$ cat config.mk
export PLATFORM = sky130hd
export DESIGN_NAME = ir_queue
export DESIGN_NICKNAME = d
export VERILOG_FILES = /design/src/rtl/super_pkg.sv /design/src/rtl/ir_queue.sv
export SDC_FILE = /design/constraint.sdc
export NUM_CORES = 1
export LEC_CHECK = 0
export ABC_AREA = 1
export CAP_MARGIN = 40
export CORE_MARGIN = 2
export CORE_UTILIZATION = 30
export DETAILED_ROUTE_END_ITERATION = 10
export GPL_TIMING_DRIVEN = 0
export PLACE_DENSITY = 0.5
export SETUP_SLACK_MARGIN = 0.4
export SYNTH_ARGS = -nofsm -noshare
export SYNTH_HDL_FRONTEND = slang
export SYNTH_SLANG_ARGS = --single-unit
$ cat constraint.sdc
create_clock -name clk_i -period 4.2 [get_ports clk_i]
set_input_delay 0.63 -clock clk_i [delete_from_list [all_inputs] [get_ports clk_i]]
set_output_delay 0.63 -clock clk_i [all_outputs]
set_load 0.02 [all_outputs]
$ cat src/rtl/super_pkg.sv
// super_pkg: shared front-end types.
//   ir_reg_t    : one predicted instruction as carried from the branch
//                 predictor to decode (pc, raw instruction, prediction).
//   NULL_IR_REG : all-zero idle value for an ir_reg_t.
package super_pkg;

  typedef struct packed {
    logic [31:0] pc;
    logic [31:0] instr;
    logic        ptaken;
    logic [31:0] ptarget;
  } ir_reg_t;

  localparam ir_reg_t NULL_IR_REG = '0;

endpackage

$ cat src/rtl/ir_queue.sv
// ir_queue: two-wide in-order instruction queue between the branch
// predictor and decode.
//   clk_i, rst_ni        : clock, async active-low reset
//   flush_i              : drop every queued instruction (redirect)
//   in_valid_i[1:0]      : input pair valid (in order, slot 0 oldest)
//   in_instr0_i/1_i      : predicted instructions
//   ds_rdy_o[1:0]        : room for one / two more entries
//   out_valid_o[1:0]     : output pair valid
//   out_instr0_o/1_o     : oldest two entries (NULL_IR_REG when invalid)
//   de_rdy_i[1:0]        : decode accepts slot 0 / slot 1
// Build option: define IR_QUEUE_BYPASS_EN to let an empty queue forward
// accepted inputs straight to the outputs in the same cycle.
module ir_queue
  import super_pkg::*;
#(
  parameter int Depth = 4
) (
  input  logic       clk_i,
  input  logic       rst_ni,
  input  logic       flush_i,
  input  logic [1:0] in_valid_i,
  input  ir_reg_t    in_instr0_i,
  input  ir_reg_t    in_instr1_i,
  output logic [1:0] ds_rdy_o,
  output logic [1:0] out_valid_o,
  output ir_reg_t    out_instr0_o,
  output ir_reg_t    out_instr1_o,
  input  logic [1:0] de_rdy_i
);

  localparam int AW = $clog2(Depth);
  localparam int CW = AW + 1;

  logic [AW-1:0] rd_ptr_q, wr_ptr_q;
  logic [CW-1:0] count_q, count_d;
  ir_reg_t       mem_q [Depth];

  logic [1:0] in_v, de_v;
  logic       push0, push1, pop0, pop1;
  logic [1:0] n_push, n_pop, wr_adv, rd_adv;
  logic       we0, we1;
  ir_reg_t    wd0, wd1;

  // 2'b10 is not a legal in-order pattern; treat it as nothing offered.
  assign in_v = (in_valid_i == 2'b10) ? 2'b00 : in_valid_i;
  assign de_v = (de_rdy_i == 2'b10) ? 2'b00 : de_rdy_i;

  assign ds_rdy_o[0] = (count_q <= CW'(Depth - 1));
  assign ds_rdy_o[1] = (count_q <= CW'(Depth - 2));

  assign push0 = in_v[0] & ds_rdy_o[0];
  assign push1 = push0 & in_v[1] & ds_rdy_o[1];

  always_comb begin
    out_valid_o  = {(count_q > CW'(1)), (count_q != '0)};
    out_instr0_o = out_valid_o[0] ? mem_q[rd_ptr_q] : NULL_IR_REG;
    out_instr1_o = out_valid_o[1] ? mem_q[rd_ptr_q + AW'(1)] : NULL_IR_REG;
`ifdef IR_QUEUE_BYPASS_EN
    if (count_q == '0 && !flush_i) begin
      out_valid_o  = {push1, push0};
      out_instr0_o = push0 ? in_instr0_i : NULL_IR_REG;
      out_instr1_o = push1 ? in_instr1_i : NULL_IR_REG;
    end
`endif
  end

  assign pop0 = out_valid_o[0] & de_v[0];
  assign pop1 = pop0 & out_valid_o[1] & de_v[1];

  assign n_push  = {1'b0, push0} + {1'b0, push1};
  assign n_pop   = {1'b0, pop0} + {1'b0, pop1};
  assign count_d = count_q + CW'(n_push) - CW'(n_pop);

  always_comb begin
    we0    = push0;
    we1    = push1;
    wd0    = in_instr0_i;
    wd1    = in_instr1_i;
    wr_adv = n_push;
    rd_adv = n_pop;
`ifdef IR_QUEUE_BYPASS_EN
    // Bypassed entries consumed this cycle never touch storage; any
    // leftover input is written at wr_ptr so order is kept.
    if (count_q == '0 && !flush_i) begin
      rd_adv = 2'd0;
      wr_adv = n_push - n_pop;
      if (pop1) begin
        we0 = 1'b0;
        we1 = 1'b0;
      end else if (pop0) begin
        we0 = push1;
        wd0 = in_instr1_i;
        we1 = 1'b0;
      end
    end
`endif
  end

  always_ff @(posedge clk_i or negedge rst_ni) begin
    if (!rst_ni) begin
      count_q  <= '0;
      rd_ptr_q <= '0;
      wr_ptr_q <= '0;
      for (int i = 0; i < Depth; i++) mem_q[i] <= NULL_IR_REG;
    end else if (flush_i) begin
      count_q  <= '0;
      rd_ptr_q <= '0;
      wr_ptr_q <= '0;
    end else begin
      if (we0) mem_q[wr_ptr_q] <= wd0;
      if (we1) mem_q[wr_ptr_q + AW'(1)] <= wd1;
      wr_ptr_q <= wr_ptr_q + AW'(wr_adv);
      rd_ptr_q <= rd_ptr_q + AW'(rd_adv);
      count_q  <= count_d;
    end
  end

endmodule

==> out/results.ini <==
[layout]
syn_to_final_growth_pct = 26.9
ff_latch_area_um2 = 9890
fillers = 10794
nets = 5575
final_area_um2 = 37600
multi_input_area_um2 = 17300
layout-drive-gt1-share = 0.0546

[worst_setup_path]
reg2reg_depth = 16
startpoint_type = flip-flop
required_ns = 3.57
path_max_fanout = 10
end_kind = output pin
worstSetupPathType = reg2out
critPathArrivalTime_ns = 3.19

[logic_synthesis]
synth-edff-count = 0
synth_fp_nets = 5084
synth.most_common_cell = nand2_1
synth_top_area_frac = 0.333
synthCells = 4875
ys_ff_latch = 395
synth_flop_cell = dfrtp_1
synth_cell_types = 21
synth.avg_cell_area_um2 = 6.08
yosysWarnings = 0
seq_area_frac_synth = 0.333
yosysTopAreaCell = dfrtp_1
synth_area_um2 = 29600
synthArstFlopShare = 1.00
synth_area_leaders = dfrtp_1 (33%), nand2_1 (24%), nand3_1 (20%), clkbuf_1 (3.7%), a21oi_1 (3.3%)
netlist_top_cells_count = nand2_1 (1856), nand3_1 (1168), dfrtp_1 (395), clkbuf_1 (291), inv_1 (211)

[detailed_routing]
post-route-drc-count = 0
wirelength_um = 154000
wl_per_cell_um = 23.0
ant_nets = 0
drt_iter0_drc = 4120
vias = 36717
drtPass1Iterations = 6
via_per_inst = 5.49

[die]
dieWidth_um = 318
initial_utilization = 0.302
core_um2 = 98100
die_y_um = 318
io_pins = 399
row_count = 115
die-area_um2 = 101000

[cts]
cts_buffer_depth = 3
cts_tree = done
cts-root-buf = clkbuf_16
h-tree-depth = 2
cts_buffers = 53
clock_latency_ns = 0.62
clk_pin_slew_ns = 0.06
cts.sinks = 395

[placement]
port_buffers = 397
place_hpwl_um = 114000
place.gp.congestion = 0.892
place_area_um2 = 35700

[power]
ir_drop_uv = 339
p_per_area_nw_per_um2 = 754
power_leakage_nw = 18.0

[global_routing]
use_met3 = 0.0468
antenna_found_initial = 7
overflow = 0
grt_max_degree = 101
grt_pass1_vias = 34616
grt_usage = 0.296
met1_usage = 0.406
grt_most_used_layer = met2
grt.met2_usage = 0.462
grt_pass1_wl_um = 228000

[timing]
clock_skew_ns = 0.0121
worstMarginPinSlew_ns = 0.929
drv_slew = 0
slew_headroom = 0.380
fin_crit_sh = 0.910
fmax_mhz = 262
hold_viol = 0
period_needed_ns = 3.82
tns_ns = 0
rsz0062_at_grt = true
setup_viol = 0

[min_path]
hold_class = in2async

[flow_run]
cap_violations = 0

[outcome]
status = finished clean

[cell type report]
class,count,area share
multi-input cells,3837,0.460
flip-flops and latches,395,0.263
repair buffers,436,0.119
plain buffers,427,0.0504
clock buffers,86,0.0428
well taps,1287,0.0428
inverters,216,0.0221
clock inverters,4,0.000532
diodes,2,0.000133
[report_power, final]
part	switching, W	total (W)	internal [W]
Clock	0.00193	0.00451	0.00258
Sequential	0.00196	0.00753	0.00558
Combinational	0.0105	0.0163	0.00575
[worst paths after layout]
kind	from	endpoint	slack, ns
worst max register to register	count_q[2]	count_q[2]	0.61
max in group asynchronous	rst_ni	mem_q[147]	2.38
worst max-delay path	rd_ptr_q[1]	out_instr0_o[48]	0.38
worst min-delay path	rst_ni	mem_q[191]	0.45
worst min register to register	mem_q[0]	mem_q[0]	0.51
min in group clk_i	flush_i	count_q[1]	0.49
[cell usage in the layout, fill, tap and decap left out, types with 3 or more instances in the layout]
cell / n
xor2_1: 3
dlymetal6s2s_1: 12
dlygate4sd2_1: 105
buf_6: 9
o211ai_1: 97
nor2_1: 203
clkbuf_8: 17
clkbuf_16: 53
nor2_4: 5
clkinv_2: 4
nand3_1: 1168
clkbuf_4: 9
o21ai_0: 197
nand2_1: 1856
a21oi_2: 13
buf_2: 86
buf_1: 36
buf_12: 3
a22oi_1: 97
clkbuf_2: 41
inv_1: 210
ha_1: 6
buf_8: 18
clkbuf_1: 255
a21oi_1: 185
buf_4: 19
nor2_2: 4
clkdlybuf4s50_1: 278
buf_16: 6
dfrtp_1: 394
[kinds of logic after synthesis]
| kind of cell | synth area share |
|---|---|
| buffers and inverters | 0.0856 |
| DFF | 0.333 |
| and+or+nand+nor | 0.460 |
| adders and majority gates | 0.00388 |
| AOI/OAI and AO/OA | 0.116 |
| xor gates and xnor gates | 0.000887 |
[per-layer routing]
metal  vias to the layer above  share of wire
li1                      17075              -
met1                     17540           0.43
met2                      1751           0.44
met3                       345          0.082
met4                         6          0.047
met5                         -        0.00018
[timing repair]
item	CTS	global route
setup buffers	11	0
setup endpoints to repair	200	46
gates resized for setup	207	34
hold buffers	1	0
hold endpoints to repair	19	0
pin swaps	3	0
[critical path, stage by stage (launching register included)]
cell and delay [ns]:
dfrtp_1 0.36, clkbuf_4 0.25, clkbuf_4 0.39, clkbuf_2 0.34
nor2_1 0.14, o21ai_0 0.11, a21oi_1 0.30, clkdlybuf4s50_1 0.67
[flip-flops by register name (all words and copies together) (netlist names)]
| register | cells |
|---|---|
| mem_q | 388 |
| count_q | 3 |
| rd_ptr_q | 2 |
| wr_ptr_q | 2 |
[metrics by stage]
| stage | setup slack (ns) | utilization | cells | hold WS, ns | total power (W) |
|---|---|---|---|---|---|
| final | 0.379 | 0.383 | 6690 | 0.453 | 0.0283 |
| after global routing | 0.289 | 0.383 | 6688 | 0.461 | 0.0304 |
| after CTS | 0.242 | 0.383 | 6688 | 0.446 | 0.0282 |
| after detailed placement | -0.547 | 0.364 | 6586 | 0.489 | 0.0238 |
| after global placement | -17.62 | 0.359 | 6559 | 0.488 | 0.0235 |
| after floorplan | 1.11 | - | 4875 | 0.334 | 0.0168 |
No activity file was read; power rests on OpenSTA's default activity.
